<file path="src/rtl/fsm_pattern_gen.sv">
`default_nettype none
// ============================================================================
// fsm_pattern_gen : serial pattern source for the w-input sequence detector,
//                   with a registered four-equal-bits reference output.
// Rev 1.0
// ============================================================================
module fsm_pattern_gen #(
  parameter int PAT_W = 16,
  parameter int LEN_W = 5,
  parameter int DIV_W = 24,
  parameter int DIV   = 1
) (
  input  logic             clk,
  input  logic             reset,
  input  logic             start,
  input  logic             abort,
  input  logic             repeat_en,
  input  logic [PAT_W-1:0] pattern,
  input  logic [LEN_W-1:0] len,
  output logic             w,
  output logic             w_valid,
  output logic             busy,
  output logic             done,
  output logic [LEN_W-1:0] bit_idx,
  output logic [2:0]       run_len,
  output logic             expect_z
);

  localparam logic [DIV_W-1:0] C_DIV_RELOAD = DIV_W'(DIV - 1);
  localparam logic [LEN_W-1:0] C_PAT_LEN    = LEN_W'(PAT_W);
  localparam logic [2:0]       C_RUN_MAX    = 3'd4;

  typedef enum logic [1:0] {
    S_IDLE  = 2'd0,
    S_SHIFT = 2'd1,
    S_DONE  = 2'd2
  } state_t;

  state_t           r_state;
  logic [PAT_W-1:0] r_pat;
  logic [LEN_W-1:0] r_last_idx;
  logic [DIV_W-1:0] r_div;
  logic [LEN_W-1:0] r_bit_idx;
  logic [2:0]       r_run_len;
  logic             r_w;
  logic             r_w_valid;
  logic             r_busy;
  logic             r_done;
  logic             r_expect_z;

  logic [LEN_W-1:0] w_eff_len;
  logic [PAT_W-1:0] w_pat_shifted;
  logic             w_tick_bit;
  logic             w_same;
  logic [2:0]       w_next_run;
  logic             w_last;

  // A zero or oversized length selects the full pattern width.
  always_comb begin
    w_eff_len = len;
    if ((len == '0) || (len > C_PAT_LEN)) begin
      w_eff_len = C_PAT_LEN;
    end
  end

  always_comb begin
    w_pat_shifted = r_pat >> r_bit_idx;
    w_tick_bit    = w_pat_shifted[0];
    w_same        = (w_tick_bit == r_w) && (r_run_len != 3'd0);
    w_last        = (r_bit_idx == r_last_idx);
    w_next_run    = 3'd1;
    if (w_same) begin
      w_next_run = (r_run_len == C_RUN_MAX) ? C_RUN_MAX : (r_run_len + 3'd1);
    end
  end

  always_ff @(posedge clk) begin
    if (!reset) begin
      r_state    <= S_IDLE;
      r_pat      <= '0;
      r_last_idx <= '0;
      r_div      <= '0;
      r_bit_idx  <= '0;
      r_run_len  <= '0;
      r_w        <= 1'b0;
      r_w_valid  <= 1'b0;
      r_busy     <= 1'b0;
      r_done     <= 1'b0;
      r_expect_z <= 1'b0;
    end else begin
      case (r_state)
        S_IDLE: begin
          r_w_valid <= 1'b0;
          r_done    <= 1'b0;
          if (start) begin
            r_pat      <= pattern;
            r_last_idx <= w_eff_len - LEN_W'(1);
            r_div      <= C_DIV_RELOAD;
            r_bit_idx  <= '0;
            r_run_len  <= '0;
            r_expect_z <= 1'b0;
            r_busy     <= 1'b1;
            r_state    <= S_SHIFT;
          end
        end

        S_SHIFT: begin
          if (abort) begin
            r_state    <= S_IDLE;
            r_div      <= '0;
            r_bit_idx  <= '0;
            r_run_len  <= '0;
            r_w        <= 1'b0;
            r_w_valid  <= 1'b0;
            r_busy     <= 1'b0;
            r_expect_z <= 1'b0;
          end else if (r_div == '0) begin
            r_w        <= w_tick_bit;
            r_w_valid  <= 1'b1;
            r_div      <= C_DIV_RELOAD;
            r_run_len  <= w_next_run;
            r_expect_z <= (w_next_run == C_RUN_MAX);
            if (w_last) begin
              // Repeating runs keep the equal-bit history across the wrap.
              if (repeat_en) begin
                r_bit_idx <= '0;
              end else begin
                r_state <= S_DONE;
                r_busy  <= 1'b0;
                r_done  <= 1'b1;
              end
            end else begin
              r_bit_idx <= r_bit_idx + LEN_W'(1);
            end
          end else begin
            r_div     <= r_div - DIV_W'(1);
            r_w_valid <= 1'b0;
          end
        end

        S_DONE: begin
          r_done    <= 1'b0;
          r_w_valid <= 1'b0;
          r_state   <= S_IDLE;
        end

        default: begin
          r_state <= S_IDLE;
          r_busy  <= 1'b0;
          r_done  <= 1'b0;
        end
      endcase
    end
  end

  assign w        = r_w;
  assign w_valid  = r_w_valid;
  assign busy     = r_busy;
  assign done     = r_done;
  assign bit_idx  = r_bit_idx;
  assign run_len  = r_run_len;
  assign expect_z = r_expect_z;

endmodule
`default_nettype wire

</file>
<file path="config.mk">
export PLATFORM = sky130hd
export DESIGN_NAME = fsm_pattern_gen
export DESIGN_NICKNAME = d
export VERILOG_FILES = /design/src/rtl/fsm_pattern_gen.sv
export SDC_FILE = /design/constraint.sdc
export NUM_CORES = 1
export LEC_CHECK = 0
export CORE_MARGIN = 2
export CORE_UTILIZATION = 59
export DETAILED_ROUTE_END_ITERATION = 10
export GPL_TIMING_DRIVEN = 0
export PLACE_DENSITY_LB_ADDON = 0.1
export REMOVE_ABC_BUFFERS = 1
export SYNTH_ARGS = -nofsm -noshare
export SYNTH_HDL_FRONTEND = slang
export SYNTH_SLANG_ARGS = --single-unit
</file>
<file path="constraint.sdc">
create_clock -name clk -period 6.2 [get_ports clk]
set_input_delay 0.93 -clock clk [delete_from_list [all_inputs] [get_ports clk]]
set_output_delay 0.93 -clock clk [all_outputs]
set_load 0.005 [all_outputs]
</file>
==> results of run 1 <==
## layout by cell type, fill, tap and decap left out, drive strengths merged, types with 4 or more instances in the layout
| cell type | count |
|---|---|
| a21boi | 17 |
| and2 | 4 |
| and3 | 4 |
| clkbuf | 12 |
| clkdlybuf4s50 | 38 |
| dfxtp | 60 |
| ha | 7 |
| inv | 7 |
| mux2 | 4 |
| nand2 | 53 |
| nand2b | 4 |
| nand3 | 7 |
| nor2 | 44 |
| nor2b | 9 |
| nor3b | 4 |
| nor4 | 5 |
| o21ai | 10 |
| o31ai | 4 |
| or4 | 5 |
| xnor2 | 23 |
| xor2 | 8 |
## cells in the mapped netlist (2+ instances only)
master,n,area share (%)
a21boi_0,17,4.3
a21o_2,2,0.59
a21oi_1,3,0.50
a32o_1,3,1.0
a32oi_1,2,0.59
and2_1,2,0.42
and2_2,2,0.50
and2b_1,2,0.50
and3_1,3,0.63
buf_2,3,0.50
clkbuf_1,9,1.1
clkbuf_8,2,0.92
dfxtp_1,60,40
ha_1,7,2.9
inv_1,7,0.88
mux2_2,4,1.5
mux4_2,2,1.5
nand2_1,53,6.7
nand2b_1,4,0.84
nand3_1,6,1.0
nor2_1,44,5.5
nor2b_1,8,1.7
nor3_1,3,0.50
nor3b_1,4,1.0
nor4_1,4,0.84
nor4bb_1,3,1.0
o211a_1,3,1.0
o21ai_0,8,1.3
o221ai_1,2,0.59
o22ai_1,3,0.63
o31ai_1,4,1.0
or4_1,3,0.76
or4_4,2,0.76
xnor2_1,23,6.8
xor2_1,8,2.4
## final cells by class
type / count / area, sq um
multi-input combinational: 251 / 1654
sequential: 60 / 1201
fill: 375 / 1190
timing repair buffer: 38 / 380.4
clock buffer: 12 / 155.1
clock inverter: 4 / 95.09
tap: 67 / 83.83
inverter: 7 / 26.28
## per-layer routing
| metal | track usage (%) | share of wire, % | vias up |
|---|---|---|---|
| met5 | 0 | 0 | - |
| met4 | 8.135 | 1.1 | 0 |
| met3 | 7.497 | 4.7 | 9 |
| met2 | 41.23 | 51 | 50 |
| met1 | 27.34 | 43 | 1138 |
| li1 | - | - | 1218 |
## sequential cells by signal, indices dropped and copies added, names as in the netlist, 2 cells and up
| signal | cells |
|---|---|
| r_div | 24 |
| r_state | 2 |
| r_last_idx | 5 |
| r_pat | 16 |
| run_len | 3 |
| bit_idx | 5 |
## logic make-up (layout without fill, tap and decap cells)
logic type / after synthesis / after routing / share of synthesized area (%)
XOR/XNOR: 31 / 31 / 9.121
AO/OA/AOI/OAI: 55 / 55 / 14.54
multiplexers: 7 / 7 / 3.363
buffers and inverters: 23 / 61 / 4.077
flip-flops: 60 / 60 / 40.35
adder cells (fa/ha/maj): 7 / 7 / 2.942
AND/OR/NAND/NOR: 151 / 151 / 25.60
## through the flow
stage | power (uW) | hold slack, ns
6_report | 1215 | 0.4741
5_1_grt | 1275 | 0.5013
4_1_cts | 1222 | 0.4772
3_5_place_dp | 779.8 | 0.4681
3_3_place_gp | 769.7 | 0.4530
2_1_floorplan | 703.2 | 0.4399
## final timing paths
path | slack, ns | end | startpoint
hold / removal | 0.47 | r_pat[3] | r_pat[3]
hold reg to reg | 0.47 | r_pat[3] | r_pat[3]
setup / recovery | 3.28 | bit_idx[2] | start
setup reg to reg | 3.79 | run_len[0] | r_div[8]
## power by group
part	total, uW	switching (uW)	leakage [uW]	internal (uW)
clock	440	151	0.000127	289
sequential	460	35.1	0.000490	425
combinational	315	163	0.000746	153
## critical path, delay by kind of cell
| family | cells | cell delay [ns] |
|---|---|---|
| AOI/OAI and AO/OA | 2 | 0.61 |
| buffers and inverters | 1 | 0.54 |
| and+or+nand+nor | 3 | 1.06 |
==> results.md, run 1 <==
* Drt via density at 5.501
* WHS Path Cells at 2
* Largest stage delay, worst path at 0.73 ns
* Final WL at around 6000 microns
* Synth Register Bits at 60
* Inserted Diodes at 0
* Setup_tns at 0 ns
* Tcrit/Tclk final at 47.04%
* Total grt overflow at 0
* Share of layout cells above drive strength 1 at under 10%
* CP Cell Sequence: clkdlybuf4s50_1 -> and2_1 -> nor2_1 -> a31oi_4 -> nor2b_2 -> a221o_1
* Iteration-0 DRC Markers at 98
* Drt pass-1 iters at 4
* Design Area, Final at 3596 sq um
* CTS tree: yes
* Hold Crit Class: reg2reg
* Clk sinks at 60
* Post-Synthesis Cell Area at approximately 3000 sq um
* Core Box Area at 4786 sq um
* Final Hold Viols at 0
* Port buffer count at 38
* Synth Instances at 334
* Post-cts sizing count at 0
* Worst VDD drop at 0.0002465 V
* Placed Instances at 423
* CTS H-tree lvls at 3
* Per-cell routed wire length at ~14 microns
* Kind of critical path: in2reg
* Vias at 2415
* Vias in the first global route at around 2300
* Final Max Tran Viols at 0
* Seq/Total Area, Yosys at between 40% and 50%
* Outcome: completed
* Initial antenna violation count at 0
* Post-synth EDFFs at 0
* Final setup violation count at 0
* Layout area overhead at 20.81%
* Final worst slack at 3.284 ns
* Effective utilization at floorplan at 62.20%
* ANT nets after route at 0
* Synth warn at 0
* Post-route DRC violation count at 0
* TritonCTS buffer count at 9
* Clk_lat worst skew at 0.34 ns
* DP HPWL at 4179 microns
* Distinct cells, synth at 54
* Critical Path Start Type: input port
* CP arrival at 3.15 ns
* Fin nets at 400
* Critical path required time at 6.43 ns
* Worst Path Max Fanout at 26
* Reg clk slew, reported paths at 0.07 ns
* Largest net degree at the start of global routing at 35
* Fmax achieved at 342.9 MHz
* Worst r2r path cells at 6
* Layout Cells excl Fill at ~440
* Critical path's slowest cell: and2_1
* DIE HEIGHT at 75.03 microns
* Die footprint at 5630 sq um
* Cell row count at 25
* Placed cell areas at 3346 sq um
* RSZ-0062 raised after global routing: false
* Pleak at between 0.001 and 0.0015 uW
* Root buf cell: clkbuf_8
* Chip width at 75.03 microns
* Total track usage at 23.65%
* Critical path endpoint category: register
* Post-synth ARST share at 0%
* Post-synth top flop: dfxtp_1
* Post CTS Setup Buffer Count at 0
* Global-route wire length before repair at 10040 microns
* Worst-Margin Slew at 1.035 ns
* Hold_buf cts at 0
* Post-layout min period at 2.916 ns
* Gp weighted congestion at 0.7737
* Clock Tree Buf Depth at 2
* Number of max-cap violations at 0
* Boundary Pins at 39
* Pwr dens at 337.8 nW/um^2
* Util after Layout at approximately 75%
* Slew HR at 30.75%
* Syn Area/Cell at between 8 and 9 sq um
* Post-route clock skew at 0.008221 ns
* Pre-CTS setup slack at 2.898 ns
Power figures use the tool's default switching activity.
==> run 2: changes to the inputs <==
Settings changed: CORE_UTILIZATION 59 to 55.
Clock period 6.2 ns to 2.9 ns, I/O delays scaled along.
==> results.md, run 2 (synthesized netlist as in run 1, its figures left out) <==
* Outcome: completed
* RSZ-0062 raised after global routing: false
* Die footprint at 6016 sq um (+6.9%)
* WP buf/inv at 1 (unchanged)
* Root buf cell: clkbuf_8
* Post-route clock skew at 0.009670 ns (+0.001449 ns)
* Final Hold Viols at 0 (unchanged)
* Final WL at 5900 microns (-1.2%)
* Final Max Tran Viols at 0 (unchanged)
* Drt pass-1 iters at 4 (unchanged)
* Pwr dens at 676.6 nW/um^2 (+100%)
* Largest register FFs at 24 (unchanged)
* CTS H-tree lvls at 3 (unchanged)
* Clk_lat worst skew at 0.34 ns (about the same)
* Drt via density at 5.393 (-2.0%)
* TritonCTS buffer count at 9 (unchanged)
* Slew HR at 32.46% (+1.7 points)
* Tot Pwr at 2395 uW (+97%)
* Hold Crit Class: reg2reg
* Cell row count at 26 (+4.0%)
* Hold Slack at 0.4696 ns (-0.004443 ns)
* Inserted Diodes at 0 (unchanged)
* Effective utilization at floorplan at 57.55% (-4.6 points)
* Port buffer count at 38 (unchanged)
* Number of max-cap violations at 0 (unchanged)
* Fin nets at 400 (unchanged)
* Total track usage at 21.47% (-2.2 points)
* Worst-Margin Slew at 1.010 ns (-0.02552 ns)
* Post-layout min period at about 2.4 ns
* DP HPWL at 4155 microns (-0.58%)
* Critical path's slowest cell: and2_1
* ANT nets after route at 0 (unchanged)
* Boundary Pins at 39 (unchanged)
* Per-cell routed wire length at 13.41 microns (-1.4%)
* CP arrival at 2.65 ns (-0.50 ns)
* Fmax achieved at 414.8 MHz
* CP Cell Sequence: clkdlybuf4s50_1 -> and2_1 -> nor2_1 -> a31oi_4 -> nor2b_2 -> a221o_1
* Global-route wire length before repair at 10180 microns (+1.4%)
* Kind of critical path: in2reg
* Post-cts sizing count at 0 (unchanged)
* Reg clk slew, reported paths at 0.07 ns (about the same)
* Largest net degree at the start of global routing at 35 (unchanged)
* Total grt overflow at 0 (unchanged)
* Hold_buf cts at 0 (unchanged)
* Final setup violation count at 0 (unchanged)
* Critical Path Start Type: input port
* Vias at 2373 (-1.7%)
* Worst VDD drop at 0.0003713 V (+51%)
* Vias in the first global route at 2330 (+0.26%)
* Clock Tree Buf Depth at 2 (unchanged)
* Largest registers: r_div (24), r_pat (16)
* Worst Path Max Fanout at 26 (unchanged)
* Critical path endpoint category: register
* Chip width at 77.57 microns (+3.4%)
* Clk sinks at 60 (unchanged)
* Core Box Area at 5172 sq um (+8.1%)
* DIE HEIGHT at 77.57 microns (+3.4%)
* Setup_tns at 0 ns (unchanged)
* Gp weighted congestion at 0.7630 (-1.4%)
* Share of layout cells above drive strength 1 at 9.459% (-0.49 points)
* Most frequent cells in the layout: dfxtp_1 (60), nand2_1 (53), nor2_1 (44), clkdlybuf4s50_1 (38), xnor2_1 (23)
* Post-route DRC violation count at 0 (unchanged)
* Largest stage delay, worst path at 0.72 ns (about the same)
* Layout area overhead at 18.92%
* Pleak at 0.001334 uW (-2.1%)
* Post CTS Setup Buffer Count at 0 (unchanged)
* CTS tree: yes
* Top reg by flops: r_div
* Most common cell after layout, fill and taps aside: dfxtp_1
* Crit-path leading delay family: simple AND/OR/NAND/NOR gates
* Iteration-0 DRC Markers at 87 (-11%)
* Critical path required time at 3.14 ns (-3.29 ns)
* Tcrit/Tclk final at 83.13%
* Initial antenna violation count at 0 (unchanged)
==> run 2: layout make-up <==
class	count	area (sq um)
flip-flops and latches	60	1201
clock buffers	12	155.1
well taps	70	87.58
fillers	408	1633
multi-input cells	251	1654
clock inverters	2	35.03
repair buffers	38	380.4
inverters	7	26.28
==> run 2: power by group <==
group	switching, uW	internal, uW
logic	340	326
clock network	310	433
registers	78.2	908
total	728	1670
==> run 2: layer usage <==
layer  vias up  track usage, %  wire length, microns
li1       1216               -                     -
met4         0           10.00                   114
met3         9           6.628                   212
met5         -               0                     0
met2        30           37.22                  2888
met1      1118           23.99                  2683
==> run 2: worst paths after layout <==
| kind | from | end | slack, ns | cells after the start |
|---|---|---|---|---|
| max | start | bit_idx[2] | 0.49 | 6 |
| min | r_pat[5] | r_pat[5] | 0.47 | 2 |
| max reg2reg | r_div[0] | run_len[0] | 0.50 | 8 |
| min reg2reg | r_pat[5] | r_pat[5] | 0.47 | 2 |
==> run 2: metrics by stage <==
step                      setup WS [ns]  cell area, sq um  utilization, %  std cells
after global routing             0.2139              3540           68.43        440
after CTS                        0.4430              3540           68.43        440
final                            0.4892              3540           68.43        440
after floorplan                  0.7952              2882               -        318
after global placement           0.1280              3349           64.76        426
after detailed placement        0.06591              3349           64.76        426
==> run 2: tightest hold or removal path: stages, from the launching register on <==
cell	delay, ns
dfxtp_1	0.31
nand2_1	0.05
a21boi_0	0.06
==> run 3: changes to the inputs <==
Settings changed: CORE_UTILIZATION 55 to 50.
Clock period 2.9 ns to 2.2 ns, I/O delays scaled along.
==> results.md, run 3 (synthesized netlist as in run 1, its figures left out) <==
* DP HPWL at 3922 microns (-5.6%)
* Final Max Tran Viols at 0 (unchanged)
* Largest register FFs at 24 (unchanged)
* Fmax achieved at ~470 MHz
* Final setup violation count at 0 (unchanged)
* RSZ-0062 raised after global routing: true
* Number of max-cap violations at 0 (unchanged)
* DIE HEIGHT at 81.16 microns (+4.6%)
* Reg clk slew, reported paths at 0.06 ns (about the same)
* Largest net degree at the start of global routing at 35 (unchanged)
* Iteration-0 DRC Markers at 51 (-41%)
* Top reg by flops: r_div
* TritonCTS buffer count at 9 (unchanged)
* Worst-Margin Slew at 0.8782 ns (-0.1317 ns)
* Global-route wire length before repair at 9777 microns (-3.9%)
* Cell row count at 28 (+7.7%)
* CTS H-tree lvls at 3 (unchanged)
* Total track usage at 19.27% (-2.2 points)
* Placed cell areas at 3356 sq um (+0.19%)
* Most common cell after layout, fill and taps aside: dfxtp_1
* Critical Path Start Type: register
* CTS tree: yes
* WP buf/inv at 1 (unchanged)
* Pwr dens at 895.2 nW/um^2 (+32%)
* Chip width at 81.16 microns (+4.6%)
* Largest stage delay, worst path at 0.57 ns (-0.15 ns)
* Gp weighted congestion at 0.7423 (-2.7%)
* Critical path required time at 2.43 ns (-0.71 ns)
* Pleak at 0.001400 uW (+4.9%)
* Final Hold Viols at 0 (unchanged)
* Worst VDD drop at 0.0006517 V (+76%)
* Hold Slack at 0.4665 ns (-0.003138 ns)
* Layout area overhead at 24.88%
* Core Box Area at 5851 sq um (+13%)
* Most frequent cells in the layout: dfxtp_1 (57), nand2_1 (52), nor2_1 (43), clkdlybuf4s50_1 (37), xnor2_1 (22)
* Post-route DRC violation count at 0 (unchanged)
* Total grt overflow at 0 (unchanged)
* CP arrival at 2.37 ns (-0.28 ns)
* Largest registers: r_div (24), r_pat (16)
* Outcome: completed
* Crit-path leading delay family: simple AND/OR/NAND/NOR gates
* Clock Tree Buf Depth at 2 (unchanged)
* Effective utilization at floorplan at 50.88% (-6.7 points)
* Critical path endpoint category: register
* Drt pass-1 iters at 4 (unchanged)
* Setup_tns at 0 ns (unchanged)
* ANT nets after route at 0 (unchanged)
* Worst Path Max Fanout at 5 (-81%)
* Clk_lat worst skew at 0.33 ns (about the same)
* Vias in the first global route at 2290 (-1.7%)
* Clk sinks at 60 (unchanged)
* Port buffer count at 38 (unchanged)
* Register area at 1205 sq um (+0.31%)
* Initial antenna violation count at 0 (unchanged)
* Vias at 2425 (+2.2%)
* Drt via density at 5.295 (-1.8%)
* Kind of critical path: reg2reg
* Inserted Diodes at 0 (unchanged)
* Design Area, Final at 3717 sq um (+5.0%)
* Hold Crit Class: reg2reg
* Final WL at 6094 microns (+3.3%)
* Boundary Pins at 39 (unchanged)
* Multi-input logic area at 1758 sq um (+6.3%)
* Post-route clock skew at 0.005314 ns (-0.004356 ns)
* Fin nets at 412 (+3.0%)
* Share of layout cells above drive strength 1 at 16.45% (+7.0 points)
* FILL cells at 508 (+25%)
* Post-layout min period at 2.148 ns
* Die footprint at 6586 sq um (+9.5%)
* Root buf cell: clkbuf_8
* Slew HR at 41.31% (+8.9 points)
* CP Cell Sequence: or4_4 -> and4bb_2 -> o311ai_4 -> a31oi_4 -> nor2b_2 -> buf_4 -> a21o_2
* Tcrit/Tclk final at 97.63%
* Critical path's slowest cell: or4_4
* Per-cell routed wire length at 13.31 microns (-0.77%)
## run 3: cell types whose count changed in the layout (fill, tap and decap cells not counted), moves of 2 or more
cell | before | now
and3_4 | 0 | 2
buf_4 | 0 | 9
buf_6 | 0 | 2
dfxtp_1 | 60 | 57
dfxtp_2 | 0 | 3
nand3_4 | 0 | 2
nor3b_1 | 4 | 1
nor3b_2 | 0 | 3
## run 3: layer usage
metal | global-route usage, % | share of wire, % | up-vias
met5 | 0 | 0 | -
met4 | 9.492 | 1.5 | 0
met3 | 4.222 | 2.7 | 8
met2 | 32.40 | 47 | 38
met1 | 23.24 | 49 | 1145
li1 | - | - | 1234
## run 3: power by group
group / internal [uW] / switching, uW / total, uW
sequential: 1200 / 103 / 1300
combinational: 621 / 535 / 1160
clock: 461 / 409 / 870
total: 2280 / 1050 / 3330
## run 3: path summary, 6_finish.rpt
check / startpoint / cells after the start / to / slack, ns
setup / recovery: r_div[14] / 7 / bit_idx[4] / 0.05
hold reg to reg: r_pat[10] / 2 / r_pat[10] / 0.47
hold / removal: r_pat[10] / 2 / r_pat[10] / 0.47
setup reg to reg: r_div[14] / 7 / bit_idx[4] / 0.05
## run 3: repair_timing
item / CTS / global route
gates resized for setup: 8 / 18
pin swaps: 6 / 12
gates cloned: 0 / 1
endpoints found under the setup margin: 30 / 31
hold buffers: 0 / 0
setup buffers: 6 / 5
## run 3: cell type report
class / count / share of cell area (%)
repair buffers: 49 / 12.52
well taps: 75 / 2.524
flip-flops and latches: 60 / 32.41
clock inverters: 2 / 0.2693
multi-input cells: 252 / 47.29
inverters: 7 / 0.7068
clock buffers: 13 / 4.275
## run 3: worst register-to-register path, cell delays in order (launching register included)
cell      delay, ns
dfxtp_1        0.36
or4_4          0.57
and4bb_2       0.37
o311ai_4       0.13
a31oi_4        0.22
nor2b_2        0.07
buf_4          0.13
a21o_2         0.19
## run 3: through the flow
step	cells	power, uW	utilization (%)	setup WS (ns)
3_3_place_gp	431	2175	57.36	-0.5452
4_1_cts	452	3167	61.48	-0.002574
2_1_floorplan	318	1982	-	0.09520
6_report	458	3328	63.54	0.05221
3_5_place_dp	431	2192	57.36	-0.5336
5_1_grt	458	3513	63.54	-0.02376
